`config.mk`:
```
export PLATFORM = sky130hd
export DESIGN_NAME = scr1_mem_arbiter
export DESIGN_NICKNAME = d
export VERILOG_FILES = /design/src/rtl/scr1_arb_pkg.sv /design/src/rtl/scr1_arb_id_fifo.sv /design/src/rtl/scr1_mem_arbiter.sv
export SDC_FILE = /design/constraint.sdc
export NUM_CORES = 1
export LEC_CHECK = 0
export ABC_AREA = 1
export BUFFER_PORTS_ARGS = -buffer_cell sky130_fd_sc_hd__buf_2
export CORE_AREA = 2 2 106 108
export DETAILED_ROUTE_END_ITERATION = 8
export DIE_AREA = 0 0 108 110
export GPL_TIMING_DRIVEN = 0
export PLACE_DENSITY_LB_ADDON = 0.25
export SYNTH_ARGS = -nofsm -noshare
export SYNTH_HDL_FRONTEND = slang
export SYNTH_SLANG_ARGS = --single-unit
export TNS_END_PERCENT = 100
```
`constraint.sdc`:
```
create_clock -name clk -period 1.8 [get_ports clk]
set_clock_uncertainty 0.05 [all_clocks]
set_input_delay 0.36 -clock clk [delete_from_list [all_inputs] [get_ports clk]]
set_output_delay 0.36 -clock clk [all_outputs]
set_load 0.03 [all_outputs]
```
`src/rtl/scr1_arb_pkg.sv`:
```
// Shared types and defaults for the imem/dmem memory arbiter.
// Memif command, width and response encodings are carried here so every file sees one definition.
package scr1_arb_pkg;

  localparam int SCR1_IMEM_AWIDTH = 32;
  localparam int SCR1_IMEM_DWIDTH = 32;
  localparam int SCR1_DMEM_AWIDTH = 32;
  localparam int SCR1_DMEM_DWIDTH = 32;

  localparam int SCR1_ARB_OUTST_DEPTH_DFLT  = 2;
  localparam int SCR1_ARB_STARVE_LIMIT_DFLT = 4;

  typedef enum logic {
    SCR1_MEM_CMD_RD = 1'b0,
    SCR1_MEM_CMD_WR = 1'b1
  } type_scr1_mem_cmd_e;

  typedef enum logic [1:0] {
    SCR1_MEM_WIDTH_BYTE  = 2'b00,
    SCR1_MEM_WIDTH_HWORD = 2'b01,
    SCR1_MEM_WIDTH_WORD  = 2'b10
  } type_scr1_mem_width_e;

  typedef enum logic [1:0] {
    SCR1_MEM_RESP_NOTRDY = 2'b00,
    SCR1_MEM_RESP_RDY_OK = 2'b01,
    SCR1_MEM_RESP_RDY_ER = 2'b10
  } type_scr1_mem_resp_e;

  typedef enum logic {
    SCR1_ARB_PORT_IMEM = 1'b0,
    SCR1_ARB_PORT_DMEM = 1'b1
  } type_scr1_arb_port_e;

endpackage

```
`src/rtl/scr1_arb_id_fifo.sv`:
```
// In-order FIFO of 1-bit owner IDs for requests that were acked but not yet answered.
// Full is taken from the registered count only, so a pop never frees a slot in the same cycle.
module scr1_arb_id_fifo #(
  parameter int DEPTH = 2
) (
  input  logic clk,
  input  logic rst_n,
  input  logic push,
  input  logic push_id,
  input  logic pop,
  output logic full,
  output logic empty,
  output logic head_id
);

  localparam int PTR_W = (DEPTH > 1) ? $clog2(DEPTH) : 1;
  localparam int CNT_W = $clog2(DEPTH + 1);
  localparam logic [CNT_W-1:0] CNT_MAX = CNT_W'(DEPTH);

  logic [DEPTH-1:0] mem_q, mem_d;
  logic [PTR_W-1:0] wr_ptr_q, wr_ptr_d;
  logic [PTR_W-1:0] rd_ptr_q, rd_ptr_d;
  logic [CNT_W-1:0] cnt_q, cnt_d;
  logic             do_push, do_pop;

  function automatic logic [PTR_W-1:0] ptr_inc(input logic [PTR_W-1:0] ptr);
    if (DEPTH == 1) return '0;
    return ptr + 1'b1;
  endfunction

  assign full    = (cnt_q == CNT_MAX);
  assign empty   = (cnt_q == '0);
  assign head_id = mem_q[rd_ptr_q];
  assign do_push = push & ~full;
  assign do_pop  = pop & ~empty;

  always_comb begin
    mem_d    = mem_q;
    wr_ptr_d = wr_ptr_q;
    rd_ptr_d = rd_ptr_q;
    if (do_push) begin
      mem_d[wr_ptr_q] = push_id;
      wr_ptr_d        = ptr_inc(wr_ptr_q);
    end
    if (do_pop) rd_ptr_d = ptr_inc(rd_ptr_q);
    cnt_d = cnt_q + CNT_W'(do_push) - CNT_W'(do_pop);
  end

  always_ff @(posedge clk or negedge rst_n) begin
    if (!rst_n) begin
      mem_q    <= '0;
      wr_ptr_q <= '0;
      rd_ptr_q <= '0;
      cnt_q    <= '0;
    end else begin
      mem_q    <= mem_d;
      wr_ptr_q <= wr_ptr_d;
      rd_ptr_q <= rd_ptr_d;
      cnt_q    <= cnt_d;
    end
  end

endmodule

```
`src/rtl/scr1_mem_arbiter.sv`:
```
// Two-to-one memif arbiter: imem and dmem share one pipelined downstream port.
// Dmem wins ties until LIMIT dmem grants pass with imem waiting; responses follow the ID FIFO.
module scr1_mem_arbiter
  import scr1_arb_pkg::*;
#(
  parameter int SCR1_ARB_OUTST_DEPTH  = SCR1_ARB_OUTST_DEPTH_DFLT,
  parameter int SCR1_ARB_STARVE_LIMIT = SCR1_ARB_STARVE_LIMIT_DFLT
) (
  input  logic                        clk,
  input  logic                        rst_n,
  input  logic                        imem_req,
  input  type_scr1_mem_cmd_e          imem_cmd,
  input  logic [SCR1_IMEM_AWIDTH-1:0] imem_addr,
  output logic                        imem_req_ack,
  output logic [SCR1_IMEM_DWIDTH-1:0] imem_rdata,
  output type_scr1_mem_resp_e         imem_resp,
  input  logic                        dmem_req,
  input  type_scr1_mem_cmd_e          dmem_cmd,
  input  type_scr1_mem_width_e        dmem_width,
  input  logic [SCR1_DMEM_AWIDTH-1:0] dmem_addr,
  input  logic [SCR1_DMEM_DWIDTH-1:0] dmem_wdata,
  output logic                        dmem_req_ack,
  output logic [SCR1_DMEM_DWIDTH-1:0] dmem_rdata,
  output type_scr1_mem_resp_e         dmem_resp,
  output logic                        mem_req,
  output type_scr1_mem_cmd_e          mem_cmd,
  output type_scr1_mem_width_e        mem_width,
  output logic [SCR1_DMEM_AWIDTH-1:0] mem_addr,
  output logic [SCR1_DMEM_DWIDTH-1:0] mem_wdata,
  input  logic                        mem_req_ack,
  input  logic [SCR1_DMEM_DWIDTH-1:0] mem_rdata,
  input  type_scr1_mem_resp_e         mem_resp
);

  localparam int STARVE_W = $clog2(SCR1_ARB_STARVE_LIMIT + 1);
  localparam logic [STARVE_W-1:0] STARVE_MAX = STARVE_W'(SCR1_ARB_STARVE_LIMIT);

  type_scr1_arb_port_e grant, lock_port_q, lock_port_d, fifo_head;
  logic                lock_q, lock_d;
  logic [STARVE_W-1:0] starve_q, starve_d;
  logic                fifo_full, fifo_empty, fifo_head_bit;
  logic                req_sel, acc, imem_acc, dmem_acc;

  always_ff @(posedge clk or negedge rst_n) begin
    if (!rst_n) begin
      lock_q      <= 1'b0;
      lock_port_q <= SCR1_ARB_PORT_DMEM;
      starve_q    <= '0;
    end else begin
      lock_q      <= lock_d;
      lock_port_q <= lock_port_d;
      starve_q    <= starve_d;
    end
  end

  // A request shown but not accepted pins the grant until the ack arrives.
  always_comb begin
    lock_d      = mem_req & ~mem_req_ack;
    lock_port_d = grant;
    starve_d    = starve_q;
    if (imem_acc | ~imem_req) begin
      starve_d = '0;
    end else if (dmem_acc & (starve_q != STARVE_MAX)) begin
      starve_d = starve_q + 1'b1;
    end
  end

  always_comb begin
    if (lock_q) begin
      grant = lock_port_q;
    end else if (imem_req & dmem_req) begin
      grant = (starve_q == STARVE_MAX) ? SCR1_ARB_PORT_IMEM : SCR1_ARB_PORT_DMEM;
    end else if (imem_req) begin
      grant = SCR1_ARB_PORT_IMEM;
    end else begin
      grant = SCR1_ARB_PORT_DMEM;
    end
    req_sel      = (grant == SCR1_ARB_PORT_IMEM) ? imem_req : dmem_req;
    mem_req      = ~fifo_full & req_sel;
    acc          = mem_req & mem_req_ack;
    imem_acc     = acc & (grant == SCR1_ARB_PORT_IMEM);
    dmem_acc     = acc & (grant == SCR1_ARB_PORT_DMEM);
    imem_req_ack = imem_acc;
    dmem_req_ack = dmem_acc;
    if (grant == SCR1_ARB_PORT_IMEM) begin
      mem_cmd   = imem_cmd;
      mem_width = SCR1_MEM_WIDTH_WORD;
      mem_addr  = SCR1_DMEM_AWIDTH'(imem_addr);
      mem_wdata = '0;
    end else begin
      mem_cmd   = dmem_cmd;
      mem_width = dmem_width;
      mem_addr  = dmem_addr;
      mem_wdata = dmem_wdata;
    end
  end

  scr1_arb_id_fifo #(
    .DEPTH (SCR1_ARB_OUTST_DEPTH)
  ) i_id_fifo (
    .clk     (clk),
    .rst_n   (rst_n),
    .push    (acc),
    .push_id (grant == SCR1_ARB_PORT_DMEM),
    .pop     (mem_resp != SCR1_MEM_RESP_NOTRDY),
    .full    (fifo_full),
    .empty   (fifo_empty),
    .head_id (fifo_head_bit)
  );

  assign fifo_head = type_scr1_arb_port_e'(fifo_head_bit);

  // With nothing outstanding the downstream response is dropped.
  always_comb begin
    imem_resp  = SCR1_MEM_RESP_NOTRDY;
    imem_rdata = '0;
    dmem_resp  = SCR1_MEM_RESP_NOTRDY;
    dmem_rdata = '0;
    if (!fifo_empty) begin
      if (fifo_head == SCR1_ARB_PORT_IMEM) begin
        imem_resp  = mem_resp;
        imem_rdata = mem_rdata[SCR1_IMEM_DWIDTH-1:0];
      end else begin
        dmem_resp  = mem_resp;
        dmem_rdata = mem_rdata;
      end
    end
  end

endmodule

```
# Word level (Yosys, flattened, before mapping)
# Cells that the tools add are included.
dict set report classes {
  magnitude_cmp 3
  mul 0
  n_div 0
  mux 24
  n_shift 0
  n_addsub 5
  eq_ne 3
  bitwise_logic 15
  n_reduce_logical 4
}
# op n
set ops {}
lappend ops {{$mux W32} 6}
lappend ops {{$mux W2} 5}
lappend ops {{$and A1 B1 Y1} 9}
lappend ops {{$mux W1} 9}
lappend ops {{$mux W3} 2}
lappend ops {{$not A1 Y1} 5}
lappend ops {{$lt A1 B2 Y1 const B} 2}
lappend ops {{$reduce_bool A2 Y1} 2}
lappend ops {{$add A3 B1 Y3 const B} 1}
lappend ops {{$eq A3 B3 Y1 const B} 1}
lappend ops {{$ne A3 B3 Y1 const B} 1}
lappend ops {{$add A1 B1 Y1 const B} 2}
lappend ops {{$add A2 B1 Y2} 1}
lappend ops {{$bwmux W2} 1}
lappend ops {{$eq A2 B2 Y1 const B} 1}
lappend ops {{$logic_not A2 Y1} 1}
lappend ops {{$sub A2 B1 Y2} 1}
lappend ops {{$demux W1 S1} 1}
lappend ops {{$ge A1 B1 Y1 const B} 1}
lappend ops {{$logic_and A1 B1 Y1} 1}
lappend ops {{$or A1 B1 Y1} 1}
dict set report totals {
  romBits 0
  word_cells 61
  out_inout_bits 138
  inputBits 139
  mem_bits_rw 0
  reg_bits 11
  n_memories 0
  latch_bits 0
}

# Logic depth before layout (Yosys ltp)
# Gate-level depths: netlist of run 1.
dict set report depth {
  ltp_word 11
  depth_mapped 11
  ltp_nobuf 11
}

# By module
# A second synthesis of run 1 with hierarchy kept.
dict set report unflattened {
  cells_unflattened 382
  hier_area_um2 1803.0
}
# mod seq_area_each_um2 area_each_um2 instances cells_each
set by_module_without_submodules {}
lappend by_module_without_submodules {scr1_mem_arbiter 126.4 1467.7 1 338}
lappend by_module_without_submodules {scr1_arb_id_fifo 150.1 335.3 1 44}

# Least setup slack after synthesis of run 1
# OpenSTA, ideal clock, no wires.
dict set report synth_timing {
  kind {reg2out}
  from {reg starve_q[0]}
  to {out mem_wdata[12]}
  stages_incl_launch_ff 10
  n_path_buf 2
  slack_ps -250
  arrival_time_ps 1640
  path_cell_list {dfrtp_1 > inv_1 > ha_1 > nand2_1 > nand2_2 > nand2_2 > nand2_2 > buf_4 > buf_2 > nor2_1}
}
dict set report synth_between {
  elab_chain_len 5
}
# item line
set synth_rtl {}
lappend synth_rtl {{start, declared} scr1_mem_arbiter.sv:40} ;# logic [STARVE_W-1:0] starve_q, starve_d;
lappend synth_rtl {{start signal, assigned} scr1_mem_arbiter.sv:52} ;# starve_q <= starve_d;
lappend synth_rtl {{$eq A3 B3 Y1} scr1_mem_arbiter.sv:72} ;# grant = (starve_q == STARVE_MAX) ? SCR1_ARB_PORT_IMEM : SCR1_ARB_PORT_DMEM;
lappend synth_rtl {{$mux W1} scr1_mem_arbiter.sv:72}
lappend synth_rtl {{$mux W1} scr1_mem_arbiter.sv:71} ;# end else if (imem_req & dmem_req) begin
lappend synth_rtl {{$mux W1} scr1_mem_arbiter.sv:69} ;# if (lock_q) begin
lappend synth_rtl {{$mux W32} scr1_mem_arbiter.sv:85} ;# if (grant == SCR1_ARB_PORT_IMEM) begin
lappend synth_rtl {{end, declared} scr1_mem_arbiter.sv:29} ;# output logic [SCR1_DMEM_DWIDTH-1:0] mem_wdata,
# Every way passes these cells.

# Worst setup path after layout of run 1
dict set report layout_timing {
  from {reg starve_q[0]}
  to {out mem_addr[21]}
}
dict set report layout_between {
  elab_chain_len 5
}
# item line
set layout_rtl {}
lappend layout_rtl {{$eq A3 B3 Y1} scr1_mem_arbiter.sv:72}
lappend layout_rtl {{$mux W1} scr1_mem_arbiter.sv:72}
lappend layout_rtl {{$mux W1} scr1_mem_arbiter.sv:71}
lappend layout_rtl {{$mux W1} scr1_mem_arbiter.sv:69}
lappend layout_rtl {{$mux W32} scr1_mem_arbiter.sv:85}
lappend layout_rtl {{end, declared} scr1_mem_arbiter.sv:28} ;# output logic [SCR1_DMEM_AWIDTH-1:0] mem_addr,
# Every way passes these cells.

==> run_results.csv, run 1 <==
group,metric,value,unit
synthesis,yosys.area.top_type_share,23.1,%
pwr,p_leak,3.30,nW
global_routing,grt_pass1_vias,3565,
detailed_routing,antenna_left,0,
global_routing,grt-ovfl-total,0,
global_routing,grt_pass1_wl,16500,µm
floorplan,die-width,108,µm
min_path,min_to,"lock_q",
timing,hold_viol,0,
floorplan,rows,38,
clock_tree,cts-root-buf,"clkbuf_8",
finish,fillers,855,
detailed_routing,dr.first_iter.drc_count,87,
critical_path,r2r.worst_path.cells,14,
critical_path,crit_family,"buffers and inverters",
critical_path,cp.arrival,1.74,ns
global_routing,grt_max_degree,12,
timing,grt_setup_unrepaired,"true",
timing,slew_headroom,78.4,%
clock_tree,cts_tree,"done",
critical_path,crit_type,"flop to output pin",
synthesis,yosys.area.top_type,"nand2_1",
synthesis,synth_edf_count,0,
critical_path,cp_slowest_cell,"dfrtp_1",
clock_tree,cts.sinks,11,
synthesis,yosysSeqAreaShare,15.0,%
finish,drive_above_1_share,77.8,%
clock_tree,clock_latency,0.24,ns
placed_design,numPortBuffers,276,
finish,syn2layout_area_growth,245,%
synthesis,syn_inst,369,
floorplan,fp.coreArea,10700,µm²
critical_path,start_kind,"flop",
pwr,ir_drop,1.44,mV
outcome,violations,"setup timing",
floorplan,ios,277,
critical_path,reg2reg_from,"starve_q[0]",
flow_run,drv_cap,0,
critical_path,worst-path-buf-inv,5,
floorplan,die_area,11900,µm²
synthesis,synth_warnings,0,
timing,drv_slew,0,
detailed_routing,wirelength,12400,µm
clock_tree,cts_max_path_buffers,2,
timing,holdWs,0.341,ns
clock_tree,clkTransAtPathRegs,0.05,ns
detailed_routing,wl_per_cell,14.7,µm
critical_path,r2r_slack,-0.04,ns
floorplan,die_h,110,µm
synthesis,async_reset_ff_share,100,%
synthesis,ys.flop_type,"dfrtp_1",
clock_tree,htree_num_levels,1,
critical_path,worstSetupEndpointType,"output pin",
min_path,hold_class,"primary input to flop",
pwr,power.density,1560,nW/µm²
synthesis,yosysMostFrequentCell,"nand2_1",
placed_design,place_congestion,0.784,
synthesis,synth_cell_type_count,27,
detailed_routing,vias,3659,
timing,period_share,120,%
timing,fin_crit,2.15,ns
timing,max_freq,0.464,GHz
critical_path,reg2reg_to,"starve_q[2]",
floorplan,start_util,17.3,%
synthesis,synth.net_count,511,
synthesis,mappedNetlistArea,1850,µm²
detailed_routing,drc,0,
synthesis,synth_area_per_cell,5.01,µm²
placed_design,dpl.hpwl,7760,µm
finish,antennaDiodeCount,0,
outcome,run_status,"complete, but fails checks",
critical_path,required,1.39,ns
timing,fin_ws,-0.354,ns
clock_tree,numCtsBuffers,3,
min_path,holdPathStages,2,
finish,nets,842,
synthesis,synthTopCellsByCount,"nand2_1 (114), inv_1 (82), nor3_1 (68)",
timing,fin_tns_setup,-27.98,ns
global_routing,track_usage,17.1,%
critical_path,crit_start,"starve_q[0]",
critical_path,cpPeakStageDelay,0.36,ns
timing,worst_pin_slew,0.323,ns
critical_path,crit_fanout,6,
detailed_routing,drtPass1Iterations,4,
min_path,hold_start,"mem_req_ack",
global_routing,antenna_found_initial,0,
synthesis,ys_ff_latch,11,
critical_path,cp_cell_sequence,"inv_2 -> ha_4 -> nand2_4 -> nand2_4 -> buf_6 -> a21oi_4 -> buf_12 -> buf_8 -> nand2_2 -> nand2_2 -> buf_6",
timing,setup-violations-final,142,
detailed_routing,via_per_inst,4.36,
synthesis,synthTopCellsByArea,"nand2_1 (23%), nor3_1 (18%), inv_1 (17%)",
worst max-delay path by stage:
| stage | end | slack, ns | cells after the start |
|---|---|---|---|
| 2_1_floorplan | imem_rdata[10] | -0.21 | 4 |
| 3_3_place_gp | imem_rdata[12] | -0.39 | 5 |
| 3_5_place_dp | imem_rdata[12] | -0.43 | 5 |
| 4_1_cts | mem_addr[31] | -0.35 | 11 |
| 5_1_grt | mem_addr[18] | -0.44 | 11 |
| 6_report | mem_addr[21] | -0.35 | 11 |
state kept, by name, indices dropped and copies added (netlist names):
register,cells
starve_q,3
i_id_fifo.wr_ptr_q,1
lock_q,1
i_id_fifo.cnt_q,2
lock_port_q,1
i_id_fifo.mem_q,2
i_id_fifo.rd_ptr_q,1
cells in the final DEF (no fill, tap or decap), types with 2 or more instances in the layout:
| cell | synthesis | routed |
|---|---|---|
| buf_2 | 12 | 138 |
| buf_12 | 0 | 8 |
| clkbuf_16 | 0 | 8 |
| clkbuf_8 | 0 | 4 |
| nor2_4 | 1 | 37 |
| buf_4 | 1 | 36 |
| nand2_4 | 0 | 15 |
| nand3_1 | 7 | 5 |
| nand3_2 | 1 | 2 |
| xor2_1 | 4 | 4 |
| nand2_2 | 4 | 54 |
| ha_1 | 3 | 2 |
| buf_8 | 0 | 12 |
| nor3_2 | 0 | 15 |
| inv_2 | 2 | 4 |
| nand2_1 | 114 | 48 |
| dfrtp_1 | 10 | 9 |
| clkbuf_4 | 0 | 2 |
| buf_6 | 0 | 143 |
| inv_1 | 82 | 78 |
| nor3_4 | 0 | 53 |
where the power goes:
| part | internal [mW] | switching, mW |
|---|---|---|
| combinational | 4.06 | 5.20 |
| clock | 0.155 | 0.0911 |
| sequential | 0.341 | 0.0812 |
layer usage:
layer / global-route usage, % / vias up / wire (µm)
met4: 2.66 / 0 / 175
met2: 35.8 / 188 / 7110
met1: 17.7 / 1688 / 4150
met3: 3.17 / 14 / 916
met5: 0 / - / 0
li1: - / 1769 / -
cell families after synthesis:
| group | Yosys count | synth area share [%] |
|---|---|---|
| xor+xnor | 5 | 2.37 |
| compound gates | 6 | 2.44 |
| simple gates | 236 | 55.3 |
| flops | 11 | 15.0 |
| fa+ha+maj | 3 | 2.03 |
| buf+inv | 108 | 22.9 |
metrics by stage:
step / power [mW] / util [%] / std cells / cell area [µm²] / setup WS, ns
global placement: 5.39 / 35.9 / 785 / 3840 / -0.388
CTS: 8.82 / 53.8 / 835 / 5750 / -0.352
detailed placement: 5.43 / 35.9 / 785 / 3840 / -0.425
floorplan: 4.04 / - / 369 / 2280 / -0.214
global route: 10.4 / 59.6 / 839 / 6370 / -0.439
finish: 9.92 / 59.6 / 839 / 6370 / -0.354
what timing repair did:
action                                  4_1_cts  5_1_grt
pin swaps                                    16       20
setup buffers                                33       10
resized for setup                           391      162
cloned                                       12        1
endpoints found under the setup margin      138      144
hold buffers                                  1        0
endpoints found under the hold margin        10        0
cell type report:
class	count	area [µm²]	area share, %
flip-flops and latches	11	278	4.36
inverters	85	330	5.18
repair buffers	327	2790	43.8
multi-input cells	250	2390	37.5
plain buffers	22	359	5.64
clock buffers	4	45.0	0.707
well taps	140	175	2.75
Note: power is estimated with default switching activity, not from simulation.
==> run 2: changes to the inputs <==
Settings changed: SETUP_SLACK_MARGIN from default to 0.4.
==> run 2 against run 1 <==
Net effect:
- the flow still finishes with violations (setup timing)
- utilization grew 5.7 points
- cell count up 0.83%
- via count rose by 1.1%
- critical path type unchanged
- setup slack worse by 0.037 ns
- critical endpoint is now mem_addr[17]
- count of clock-buffer cells in the layout unchanged
- die area is the same
==> run_results.csv, run 2 (same netlist as run 1, synthesis figures left out) <==
group,metric,value,unit
critical_path,crit_fanout,8,
global_routing,grt-ovfl-total,0,
clock_tree,clkTransAtPathRegs,0.05,ns
finish,top_register,"starve_q",
timing,period_share,122,%
finish,final_cell_area,6980,µm²
min_path,holdPathStages,2,
placed_design,place_inst,785,
global_routing,grt_max_degree,12,
critical_path,cpPeakStageDelay,0.37,ns
global_routing,antenna_found_initial,1,
flow_run,drv_cap,0,
floorplan,rows,38,
global_routing,track_usage,18.0,%
floorplan,ios,277,
global_routing,grt_pass1_vias,3629,
floorplan,start_util,17.3,%
critical_path,cp_slowest_cell,"dfrtp_1",
pwr,power.density,1560,nW/µm²
finish,nets,848,
outcome,violations,"setup timing",
finish,layout_common_cells,"buf_6 (144), buf_2 (138), inv_1 (77)",
timing,drv_slew,0,
critical_path,reg2reg_to,"starve_q[0]",
critical_path,required,1.39,ns
floorplan,fp.coreArea,10700,µm²
detailed_routing,wl_per_cell,14.4,µm
global_routing,grtUsageMet3,2.59,%
clock_tree,cts-root-buf,"clkbuf_8",
detailed_routing,dr.first_iter.drc_count,99,
min_path,hold_start,"mem_req_ack",
placed_design,place_congestion,0.824,
critical_path,worstSetupEndpointType,"output pin",
clock_tree,htree_num_levels,1,
finish,layout_commonest_cell,"buf_6",
global_routing,grtUsageMet1,18.8,%
finish,postLayoutCoreUtil,65.2,%
critical_path,cp_cell_sequence,"inv_2 -> ha_4 -> nand2_4 -> nand2_4 -> a21oi_4 -> buf_12 -> buf_6 -> buf_8 -> nand2_4 -> nand2_4 -> buf_6",
floorplan,die_area,11900,µm²
critical_path,start_kind,"flop",
critical_path,cp.arrival,1.78,ns
pwr,p_leak,3.56,nW
outcome,run_status,"complete, but fails checks",
detailed_routing,drc,0,
clock_tree,cts_tree,"done",
placed_design,place_ws,-0.333,ns
placed_design,numPortBuffers,276,
timing,setup-violations-final,142,
timing,slew_headroom,82.5,%
timing,fin_crit,2.19,ns
placed_design,post_dp_cell_area,4690,µm²
min_path,min_to,"lock_q",
detailed_routing,drtPass1Iterations,4,
finish,largest_reg_flops,3,
timing,hold_viol,0,
critical_path,r2r.worst_path.cells,14,
finish,syn2layout_area_growth,277,%
floorplan,die_h,110,µm
global_routing,grt.met2_usage,37.0,%
critical_path,crit_type,"flop to output pin",
detailed_routing,wirelength,12200,µm
clock_tree,cts.sinks,11,
finish,final_cells,846,
critical_path,r2r_slack,-0.13,ns
min_path,hold_class,"primary input to flop",
finish,drive_above_1_share,80.1,%
timing,grt_setup_unrepaired,"true",
critical_path,worst-path-buf-inv,5,
critical_path,reg2reg_from,"starve_q[0]",
pwr,ir_drop,1.01,mV
timing,worst_pin_slew,0.262,ns
floorplan,die-width,108,µm
clock_tree,cts_max_path_buffers,2,
critical_path,path_common_cell,"nand2_4",
detailed_routing,vias,3699,
finish,reg_top3,"starve_q: 3 flops, i_id_fifo.cnt_q: 2 flops, i_id_fifo.mem_q: 2 flops",
detailed_routing,antenna_left,0,
timing,max_freq,0.456,GHz
clock_tree,numCtsBuffers,3,
detailed_routing,via_per_inst,4.37,
global_routing,grt_pass1_wl,17300,µm
critical_path,crit_family,"buffers and inverters",
clock_tree,clock_latency,0.24,ns
timing,fin_ws,-0.391,ns
placed_design,dpl.hpwl,8260,µm
global_routing,grt-busiest-layer,"met2",
[run 2: where the power goes]
group / total [mW] / switching, mW / internal [mW]
Clock: 0.247 / 0.0919 / 0.155
Combinational: 10.2 / 5.48 / 4.71
Sequential: 0.415 / 0.0764 / 0.338
[run 2: how the worst max path moves through the flow]
| stage | endpoint | start | depth (start not counted) |
|---|---|---|---|
| after floorplan | mem_wdata[12] | starve_q[0] | 9 |
| after global placement | mem_addr[23] | starve_q[0] | 9 |
| after detailed placement | mem_addr[23] | starve_q[0] | 9 |
| after CTS | mem_wdata[24] | starve_q[0] | 11 |
| after global routing | mem_addr[17] | lock_port_q | 10 |
| final | mem_addr[17] | starve_q[0] | 11 |
[run 2: cell type report]
class	instances	area (µm²)
multi-input combinational	250	2680
tap	140	175
sequential	11	277
inverter	85	337
antenna	1	2.50
timing repair inverter	1	8.76
fill	826	3720
clock buffer	4	45.0
buffer	23	427
timing repair buffer	331	3020
[run 2: metrics by stage]
| stage | hold slack, ns | power (mW) | setup TNS (ns) |
|---|---|---|---|
| after floorplan | 0.0144 | 5.71 | 0 |
| after global placement | 0.196 | 7.08 | -17.73 |
| after detailed placement | 0.199 | 7.12 | -19.65 |
| after CTS | 0.315 | 10.4 | -26.20 |
| after global routing | 0.339 | 11.4 | -37.97 |
| final | 0.333 | 10.9 | -28.30 |
[run 2: what timing repair did]
action                                  in CTS  in global routing
pin swaps                                   32                 23
endpoints found under the setup margin     147                147
gates resized for setup                    362                 86
setup buffers                               29                 11
endpoints found under the hold margin       10                  0
gates cloned                                11                  4
hold buffers                                 1                  0
[run 2: worst register-to-register path, delay by kind of cell (launching register included)]
kind / cells / cell delay [ns]
fa+ha+maj: 1 / 0.14
buf+inv: 5 / 0.58
flops: 1 / 0.40
simple gates: 8 / 0.64
[run 2: per-layer routing]
| metal | up-vias | wire, µm |
|---|---|---|
| met1 | 1715 | 4010 |
| met4 | 0 | 206 |
| met5 | - | 0 |
| li1 | 1787 | - |
| met3 | 16 | 800 |
| met2 | 181 | 7170 |
